**src/rtl/noc_pkg.sv**
```systemverilog
// Shared NoC definitions: flit type encoding, per-VC packet state and
// default link parameters used by the router output port.
package noc_pkg;

  localparam int DEFAULT_FLIT_WIDTH = 80;
  localparam int DEFAULT_FIFO_NUM   = 5;
  localparam int DEFAULT_BUF_DEPTH  = 4;

  // The flit type occupies the two most significant bits of a flit.
  localparam int FLIT_TYPE_W   = 2;
  localparam int FLIT_TYPE_MSB = DEFAULT_FLIT_WIDTH - 1;
  localparam int FLIT_TYPE_LSB = DEFAULT_FLIT_WIDTH - FLIT_TYPE_W;

  typedef enum logic [FLIT_TYPE_W-1:0] {
    FLIT_HEADTAIL = 2'b00,
    FLIT_HEAD     = 2'b01,
    FLIT_BODY     = 2'b10,
    FLIT_TAIL     = 2'b11
  } flit_type_e;

  typedef enum logic {
    VC_IDLE   = 1'b0,
    VC_ACTIVE = 1'b1
  } vc_state_e;

  // A packet may only start on an idle VC and only continue on an active one.
  function automatic logic is_legal(vc_state_e state, flit_type_e ftype);
    if (state == VC_IDLE) return (ftype == FLIT_HEADTAIL) || (ftype == FLIT_HEAD);
    else                  return (ftype == FLIT_BODY) || (ftype == FLIT_TAIL);
  endfunction

endpackage

```
**src/rtl/credit_counter.sv**
```systemverilog
// Per-VC credit counter mirroring the free slots of one downstream VC FIFO.
// Starts full; an increment while already full saturates and flags overflow.
module credit_counter
  import noc_pkg::*;
#(
  parameter int BUF_DEPTH = DEFAULT_BUF_DEPTH,
  localparam int CW = $clog2(BUF_DEPTH + 1)
) (
  input  logic clk,
  input  logic rst,
  input  logic inc,
  input  logic dec,
  output logic nonzero,
  output logic overflow
);

  localparam logic [CW-1:0] FULL = CW'(BUF_DEPTH);

  logic [CW-1:0] cnt_q, cnt_d;

  // Next credit value; simultaneous inc and dec cancel out.
  always_comb begin
    // NOTE: every combinational output gets a default first so no path leaves it unassigned (no latch).
    cnt_d    = cnt_q;
    overflow = 1'b0;
    case ({inc, dec})
      2'b10: begin
        if (cnt_q == FULL) overflow = 1'b1;
        else               cnt_d    = cnt_q + CW'(1);
      end
      2'b01: begin
        if (cnt_q != '0) cnt_d = cnt_q - CW'(1);
      end
      default: cnt_d = cnt_q;
    endcase
  end

  // Credit register, restored to a full downstream FIFO on reset.
  always_ff @(posedge clk or negedge rst) begin
    // NOTE: state registers use non-blocking assignments so all flops update together at the edge.
    if (!rst) cnt_q <= FULL;
    else      cnt_q <= cnt_d;
  end

  assign nonzero = (cnt_q != '0);

endmodule

```
**src/rtl/outputport.sv**
```systemverilog
// Router output port: credit-based flow control towards the downstream
// inputport plus per-VC head/body/tail ordering enforcement.
// Optional feature: define OUTPORT_STATS_EN to add the 32-bit flit_cnt output.
module outputport
  import noc_pkg::*;
#(
  parameter int FLIT_WIDTH = DEFAULT_FLIT_WIDTH,
  parameter int FIFO_NUM   = DEFAULT_FIFO_NUM,
  parameter int BUF_DEPTH  = DEFAULT_BUF_DEPTH,
  localparam int VC_W      = (FIFO_NUM > 1) ? $clog2(FIFO_NUM) : 1
) (
  input  logic                  clk,
  input  logic                  rst,
  input  logic [FLIT_WIDTH-1:0] flit_in,
  input  logic                  flit_valid,
  input  logic [VC_W-1:0]       vc_sel,
  output logic                  flit_ready,
  input  logic [FIFO_NUM-1:0]   credit_in,
  output logic [FLIT_WIDTH-1:0] Flit_out,
  output logic [FIFO_NUM-1:0]   vcx_out,
  output logic [FIFO_NUM-1:0]   credit_avail,
  output logic [FIFO_NUM-1:0]   vc_busy,
  output logic                  proto_err
`ifdef OUTPORT_STATS_EN
  ,output logic [31:0]          flit_cnt
`endif
);

  // Index space of vc_sel, so out-of-range selects read a zero credit flag.
  localparam int VC_SPAN = 1 << VC_W;

  vc_state_e               vc_state_q [FIFO_NUM];
  logic [FIFO_NUM-1:0]     credit_nz;
  logic [FIFO_NUM-1:0]     credit_ovf;
  logic [FIFO_NUM-1:0]     credit_dec;
  logic [VC_SPAN-1:0]      credit_nz_ext;
  logic [FLIT_WIDTH-1:0]   flit_q;
  logic [FIFO_NUM-1:0]     vcx_q;
  logic                    proto_err_q;

  logic       vc_ok;
  logic       accept;
  logic       legal;
  logic       fwd;
  vc_state_e  cur_state;
  flit_type_e ftype;

  assign ftype         = flit_type_e'(flit_in[FLIT_WIDTH-1 -: FLIT_TYPE_W]);
  assign vc_ok         = ({1'b0, vc_sel} < (VC_W + 1)'(FIFO_NUM));
  assign credit_nz_ext = VC_SPAN'(credit_nz);
  assign flit_ready    = vc_ok && credit_nz_ext[vc_sel];
  assign accept        = flit_valid && flit_ready;
  assign legal         = is_legal(cur_state, ftype);
  assign fwd           = accept && legal;

  // Select the packet state of the addressed VC and decode its credit strobe.
  always_comb begin
    cur_state  = VC_IDLE;
    credit_dec = '0;
    for (int i = 0; i < FIFO_NUM; i++) begin
      if (vc_sel == VC_W'(i)) begin
        cur_state     = vc_state_q[i];
        credit_dec[i] = fwd;
      end
    end
  end

  // One credit counter per VC; only forwarded flits consume a credit.
  for (genvar g = 0; g < FIFO_NUM; g++) begin : g_credit
    credit_counter #(.BUF_DEPTH(BUF_DEPTH)) u_credit (
      .clk      (clk),
      .rst      (rst),
      .inc      (credit_in[g]),
      .dec      (credit_dec[g]),
      .nonzero  (credit_nz[g]),
      .overflow (credit_ovf[g])
    );
  end

  // Per-VC packet FSM: HEAD opens a packet, TAIL closes it.
  always_ff @(posedge clk or negedge rst) begin
    if (!rst) begin
      for (int i = 0; i < FIFO_NUM; i++) vc_state_q[i] <= VC_IDLE;
    end else begin
      for (int i = 0; i < FIFO_NUM; i++) begin
        if (credit_dec[i]) begin
          case (ftype)
            FLIT_HEAD: vc_state_q[i] <= VC_ACTIVE;
            FLIT_TAIL: vc_state_q[i] <= VC_IDLE;
            default:   vc_state_q[i] <= vc_state_q[i];
          endcase
        end
      end
    end
  end

  // Link output register: flit held, strobe lasts one cycle per forwarded flit.
  always_ff @(posedge clk or negedge rst) begin
    if (!rst) begin
      flit_q      <= '0;
      vcx_q       <= '0;
      proto_err_q <= 1'b0;
    end else begin
      vcx_q       <= credit_dec;
      proto_err_q <= proto_err_q | (accept && !legal) | (|credit_ovf);
      if (fwd) flit_q <= flit_in;
    end
  end

  // Busy flags for the allocator mirror the packet FSMs.
  always_comb begin
    vc_busy = '0;
    for (int i = 0; i < FIFO_NUM; i++) vc_busy[i] = (vc_state_q[i] == VC_ACTIVE);
  end

  assign Flit_out     = flit_q;
  assign vcx_out      = vcx_q;
  assign credit_avail = credit_nz;
  assign proto_err    = proto_err_q;

`ifdef OUTPORT_STATS_EN
  logic [31:0] flit_cnt_q;

  // Forwarded-flit counter; wraps naturally at 2^32.
  always_ff @(posedge clk or negedge rst) begin
    if (!rst)     flit_cnt_q <= '0;
    else if (fwd) flit_cnt_q <= flit_cnt_q + 32'd1;
  end

  assign flit_cnt = flit_cnt_q;
`endif

endmodule

```
**config.mk**
```make
export PLATFORM = sky130hd
export DESIGN_NAME = outputport
export DESIGN_NICKNAME = d
export VERILOG_FILES = /design/src/rtl/noc_pkg.sv /design/src/rtl/credit_counter.sv /design/src/rtl/outputport.sv
export SDC_FILE = /design/constraint.sdc
export NUM_CORES = 1
export LEC_CHECK = 0
export CORE_UTILIZATION = 30
export CTS_BUF_LIST = sky130_fd_sc_hd__clkbuf_4 sky130_fd_sc_hd__clkbuf_8
export DETAILED_ROUTE_END_ITERATION = 10
export MAX_ROUTING_LAYER = met4
export PLACE_DENSITY = 0.57
export SETUP_SLACK_MARGIN = 0.1
export SYNTH_ARGS = -nofsm -noshare
export SYNTH_HDL_FRONTEND = slang
export SYNTH_SLANG_ARGS = --single-unit
export TNS_END_PERCENT = 50
```
**constraint.sdc**
```tcl
create_clock -name clk -period 7.6 [get_ports clk]
set_clock_uncertainty 0.15 [all_clocks]
set_input_delay 1.52 -clock clk [delete_from_list [all_inputs] [get_ports clk]]
set_output_delay 1.52 -clock clk [all_outputs]
set_load 0.005 [all_outputs]
```
==> metrics.md, run 1 <==
| Metric | Value |
|---|---|
| 1st-iter DRT viols | slightly above 100 |
| Pre-antenna DRT Iters | 4 |
| Gr ovfl total | 0 |
| First-pass GRT wire length | about 18 mm |
| Most used DFF post-synth | dfrtp_1 |
| Hold Crit Depth | 1 |
| Core Area | ~15000 um2 |
| Largest net degree at the start of global routing | 69 |
| Yosys warning count | 0 |
| Post-synth net total | approximately 460 |
| Initial antenna violation count | 0 |
| Hold Path Origin | Flit_out[74]$_DFFE_PN0N_ |
| Final RePlAce weighted congestion | about 0.72 |
| Vias in the first global route | ~3.4k |
| # setup viols final | 0 |
| Worst-path fanout max | 15 |
| RSZ-0062 raised after global routing | no |
| Startpoint Class | input pin |
| Antenna cell count | 0 |
| P_leak | between 2 and 3 nW |
| DP Wirelength | roughly 8.4 mm |
| CTS H-Tree Depth | 3 |
| Max_cap viols | 0 |
| Async SR Flop Fraction | 1.00 |
| Worst Hold Class | flop to flop |
| Vias after detailed routing | between 3k and 4k |
| Clock Path Buffers | 2 |
| Global-route usage over all layers | 0.150 |
| Worst R2R Setup Slack | ~4200 ps |
| Worst vdd ir | 0.120 mV |
| Final min period | 5330 ps |
| Worst setup EP type | primary output |
| Reg2Reg Depth | 10 |
| Drt total wl | ~11 mm |
| I/O pin cnt | between 150 and 200 |
| Skew-Pair Late Insertion Delay | 380 ps |
| WP data arrival | ~3700 ps |
| Drc violations | 0 |
| Commonest non-fill, non-tap cell in the layout | clkdlybuf4s50_1 |
| Yosys cell types | 40 |
| Port bufs | ~190 |
| FMAX | 188 MHz |
| Netlist Area Pre-Place | 4690 um2 |
| WP data required | roughly 5900 ps |
| Reg2reg start | g_credit[3].u_credit.cnt_q[2]$_DFFE_PN1P_ |
| Post-synth EDFFs | 0 |
| Worst Tran Pin Value | around 970 ps |
| Setup TNS | 0 ps |
| Total Die Area | 16200 um2 |
| Total CTS buffers | 9 |
| Cells after synthesis | 350 |
| DR vias/cell | ~4.4 |
| Die Height | approximately 130 um |
| Post_cts resized | 0 |
| Chip width | about 130 um |
| PwrDens | about 350 nW/um2 |
| CTS tree | built |
| Post-DR wirelength/cell | ~15 um |
| Layout area overhead | 48.6% |
| Period Utilization, post-route | 0.701 |
| Syn Area/Cell | ~13 um2 |
| Commonest cells after routing, fill and taps aside | clkdlybuf4s50_1 (186), dfrtp_1 (101), mux2_2 (70) |
| Slew Limit Fails | 0 |
| Row count | 45 |
| Root Driver | clkbuf_8 |
| CTS hold repair buffers | 0 |
| Worst-path clk slew | around 90 ps |
| Setup CP Type | input pin to primary output |
| Hold Vio Cnt, Final | 0 |
| Setup Buffers After CTS | 0 |
| Worst r2r dst | g_credit[1].u_credit.cnt_q[2]$_DFFE_PN1P_ |
| Final-stage net count | 640 |
| Seq/Total Area, Yosys | 0.566 |
| Antenna-violating nets left | 0 |
| Outcome | completed |
| CTS sink cnt | between 100 and 150 |
| Synthesis-stage register bit count | 106 |
| Max-slew headroom | 0.353 |
| Share of layout cells above drive strength 1 | 0.202 |
| Final Util | 0.457 |
| Initial core utilization | 0.308 |
| Hold Path End | Flit_out[74]$_DFFE_PN0N_ |
registers in the layout, indices dropped and copies added, names as in the netlist:
register,count
Flit_out,80
g_credit.u_credit.cnt_q,15
vc_busy,5
vcx_out,5
proto_err,1
critical path, cell delays in order:
cell and delay, ps:
clkdlybuf4s50_1 750, nor2_1 90, a221oi_1 550, or3_1 240, clkdlybuf4s50_1 510
layer usage:
layer | up-vias | GRT usage | share of wire
li1 | 1558 | - | -
met2 | 124 | 0.255 | 0.50
met5 | - | - | 0
met3 | 10 | 0.0402 | 0.063
met1 | 1593 | 0.171 | 0.43
met4 | 0 | 0.0525 | 0.012
layout make-up:
| type | instances | area (um2) |
|---|---|---|
| inverters | 28 | 105 |
| flip-flops and latches | 106 | 2660 |
| clock buffers | 10 | 138 |
| multi-input cells | 200 | 1830 |
| well taps | 211 | 264 |
| clock inverters | 6 | 88.8 |
| repair buffers | 189 | 1900 |
| fillers | 1405 | 8280 |
cell usage after synthesis, drive strengths merged (2+ instances only):
library cell | number | share of area
or3 | 4 | 0.0053
dfrtp | 101 | 0.54
nand2 | 17 | 0.014
xor2 | 11 | 0.022
o31ai | 6 | 0.013
a31oi | 2 | 0.0027
o21ai | 13 | 0.014
a21o | 2 | 0.0032
nor2 | 14 | 0.013
ha | 10 | 0.027
dfstp | 5 | 0.028
a211o | 3 | 0.0056
nand4 | 2 | 0.0027
nand3 | 2 | 0.0021
xnor2 | 5 | 0.0093
mux2 | 81 | 0.20
inv | 28 | 0.022
nor3 | 11 | 0.012
buf | 15 | 0.021
fa | 5 | 0.021
worst max path at each step:
stage	startpoint	endpoint	slack, ps	depth (start not counted)
floorplan	vc_sel[2]	g_credit[4].u_credit.cnt_q[2]$_DFFE_PN1P_	3320	12
global placement	vc_sel[1]	flit_ready	2330	5
detailed placement	vc_sel[1]	flit_ready	2290	5
CTS	vc_sel[1]	flit_ready	2240	5
global route	vc_sel[1]	flit_ready	2130	5
finish	vc_sel[1]	flit_ready	2270	5
per-stage QoR:
| stage | area [um2] | std cells | worst slack, ps | hold WS (ps) | power (mW) |
|---|---|---|---|---|---|
| after detailed placement | 6750 | 734 | 2290 | 342 | 2.05 |
| after global routing | 6980 | 750 | 2130 | 380 | 2.58 |
| after floorplan | 4690 | 350 | 3320 | 330 | 1.41 |
| after CTS | 6980 | 750 | 2240 | 367 | 2.45 |
| after global placement | 6750 | 734 | 2330 | 339 | 2.01 |
| final | 6980 | 750 | 2270 | 362 | 2.41 |
logic make-up (layout without fill, tap and decap cells):
logic type      Yosys count  after routing  synth area share
mux                      81             81             0.202
fa+ha+maj                15             15            0.0480
compound gates           30             30            0.0453
xor+xnor                 16             16            0.0314
flops                   106            106             0.566
simple gates             58             58            0.0621
buf+inv                  44            233            0.0445
where the power goes:
group	leakage, nW	internal [mW]	switching, mW
sequential	1.26	0.837	0.157
clock	0.109	0.195	0.202
combinational	1.50	0.689	0.332
total	2.86	1.72	0.691
(Power assumes the default switching activity.)
==> run 2: changes to the inputs <==
Clock period 7.6 ns to 5.11 ns, I/O delays scaled along.
==> run 2 against run 1 <==
Worst hold slack got worse by 0.67 ps. Flip-flop and latch count stayed put. Via count increased by 1.6%. Critical path depth is the same. Non-clock buffer count is the same. Sequential power rose by 49%. Worst setup slack worse by 1500 ps. Count of clock-buffer cells in the layout up 3. Routed wire length fell by 1.1%. First-iteration DRC count up 8.8%. Global-route usage fell by 0.080 points. Die area unchanged. Highest routed layer unchanged.
==> metrics.md, run 2 (synthesized netlist as in run 1, its figures left out) <==
| Metric | Value |
|---|---|
| Skew-Pair Late Insertion Delay | 370 ps (about the same) |
| DR vias/cell | 4.45 (+1.6%) |
| Vias in the first global route | 3386 (+0.089%) |
| Max-slew headroom | 0.363 (+0.00997) |
| Post_cts resized | 0 (unchanged) |
| Vias after detailed routing | 3337 (+1.6%) |
| CP cell instances | clkdlybuf4s50_1 > or3b_2 > nor2_1 > or3_1 > clkdlybuf4s50_1 |
| Die Height | 127 um (unchanged) |
| Commonest non-fill, non-tap cell in the layout | clkdlybuf4s50_1 |
| WP data required | 3940 ps (-1990 ps) |
| Number of flip-flops in the largest register | 80 (unchanged) |
| Total CTS buffers | 9 (unchanged) |
| Commonest cells after routing, fill and taps aside | clkdlybuf4s50_1 (186), dfrtp_1 (101), mux2_2 (70) |
| Total Die Area | 16200 um2 (unchanged) |
| FMAX | around 230 MHz |
| CTS tree | built |
| Worst Hold Class | flop to flop |
| Initial core utilization | 0.308 (unchanged) |
| Setup TNS | 0 ps (unchanged) |
| Slowest-stage cell, CP | clkdlybuf4s50_1 |
| Final-stage net count | 640 (unchanged) |
| Pre-antenna DRT Iters | 4 (unchanged) |
| Share of layout cells above drive strength 1 | 0.202 (unchanged) |
| CTS H-Tree Depth | 3 (unchanged) |
| Drt total wl | 11.4 mm (-1.1%) |
| Initial antenna violation count | 0 (unchanged) |
| First-pass GRT wire length | 17.9 mm (-1.0%) |
| CTS sink cnt | 106 (unchanged) |
| Setup Buffers After CTS | 0 (unchanged) |
| Final min period | roughly 4300 ps |
| DP Wirelength | 8.37 mm (-0.85%) |
| P_leak | 2.88 nW (+0.52%) |
| Post-route cell area | 6990 um2 (+0.22%) |
| Worst r2r dst | g_credit[1].u_credit.cnt_q[2]$_DFFE_PN1P_ |
| Final Util | 0.458 (+0.000984) |
| Hold Vio Cnt, Final | 0 (unchanged) |
| Slew Limit Fails | 0 (unchanged) |
| Worst-path fanout max | 15 (unchanged) |
| Largest net degree at the start of global routing | 80 (+16%) |
| Reg2reg start | g_credit[3].u_credit.cnt_q[2]$_DFFE_PN1P_ |
| Final RePlAce weighted congestion | 0.747 (+4.1%) |
| I/O pin cnt | 188 (unchanged) |
| Post-DR wirelength/cell | 15.2 um (-1.1%) |
| Crit path to | flit_ready |
| Port bufs | 187 (unchanged) |
| Layout area overhead | 49.0% |
| Antenna cell count | 0 (unchanged) |
| Crit path from | vc_sel[1] |
| PwrDens | 516 nW/um2 (+49%) |
| Worst Tran Pin Value | 956 ps (-12.6 ps) |
| 1st-iter DRT viols | 111 (+8.8%) |
| RSZ-0062 raised after global routing | no |
| Period Utilization, post-route | 0.844 |
| Setup CP Type | input pin to primary output |
| Chip width | 127 um (unchanged) |
| Worst vdd ir | 0.178 mV (+48%) |
| CP max stage delay | 650 ps (-100 ps) |
| Clock Path Buffers | 2 (unchanged) |
| CTS hold repair buffers | 0 (unchanged) |
| Gr ovfl total | 0 (unchanged) |
| Reg2Reg Depth | 10 (unchanged) |
| # setup viols final | 0 (unchanged) |
| CP dominant cell by count | clkdlybuf4s50_1 |
| Fillers | 1370 (-2.5%) |
| Startpoint Class | input pin |
| Outcome | completed |
| Worst setup EP type | primary output |
| DP Area | 6750 um2 (unchanged) |
| Max_cap viols | 0 (unchanged) |
| Global-route usage over all layers | 0.150 (-0.000795) |
| Root Driver | clkbuf_8 |
| Core Area | 15300 um2 (unchanged) |
| Row count | 45 (unchanged) |
| Worst R2R Setup Slack | 1880 ps (-2270 ps) |
| Worst-path clk slew | 90 ps (about the same) |
| WP data arrival | 3140 ps (-520 ps) |
| Antenna-violating nets left | 0 (unchanged) |
| Drc violations | 0 (unchanged) |
## run 2: where the power goes
group	switching, mW	internal [mW]	total [mW]	leakage [nW]
Combinational	0.489	1.02	1.51	1.50
Sequential	0.234	1.25	1.48	1.26
Clock	0.289	0.324	0.613	0.124
## run 2: metrics by stage
stage | instances | setup slack, ps | hold slack [ps] | total power, mW
final | 750 | 797 | 361 | 3.61
after global placement | 734 | 585 | 337 | 3.00
after global routing | 750 | 666 | 383 | 3.87
after CTS | 750 | 777 | 368 | 3.67
after detailed placement | 734 | 464 | 344 | 3.04
after floorplan | 350 | 1330 | 330 | 2.09
## run 2: how the worst min path moves through the flow
stage	cells past startpoint	end	start	slack, ps
2_1_floorplan	1	g_credit[1].u_credit.cnt_q[0]$_DFFE_PN0P_	g_credit[1].u_credit.cnt_q[0]$_DFFE_PN0P_	330
3_3_place_gp	1	Flit_out[42]$_DFFE_PN0N_	Flit_out[42]$_DFFE_PN0N_	340
4_1_cts	1	Flit_out[74]$_DFFE_PN0N_	Flit_out[74]$_DFFE_PN0N_	370
3_5_place_dp	1	Flit_out[74]$_DFFE_PN0N_	Flit_out[74]$_DFFE_PN0N_	340
5_1_grt	1	Flit_out[44]$_DFFE_PN0N_	Flit_out[44]$_DFFE_PN0N_	380
6_report	1	Flit_out[74]$_DFFE_PN0N_	Flit_out[74]$_DFFE_PN0N_	360
## run 2: layout make-up
class,instances,area (um2),share of cell area
Clock buffer,13,173,0.0247
Clock inverter,3,68.8,0.00984
Inverter,28,105,0.0150
Multi-Input combinational cell,200,1830,0.261
Sequential cell,106,2660,0.380
Tap cell,211,264,0.0378
Timing Repair Buffer,189,1900,0.271
## run 2: critical path, delay by kind of cell
kind | cells | cell delay (ps)
buf+inv | 2 | 1160
simple gates | 3 | 960
## run 2: metal layers
metal  wire length, um  GRT usage  up-vias
li1                  -          -     1561
met1              5040      0.178     1640
met2              5520      0.246      121
met3               559     0.0289       15
met4               244     0.0693        0
met5                 0          -        -
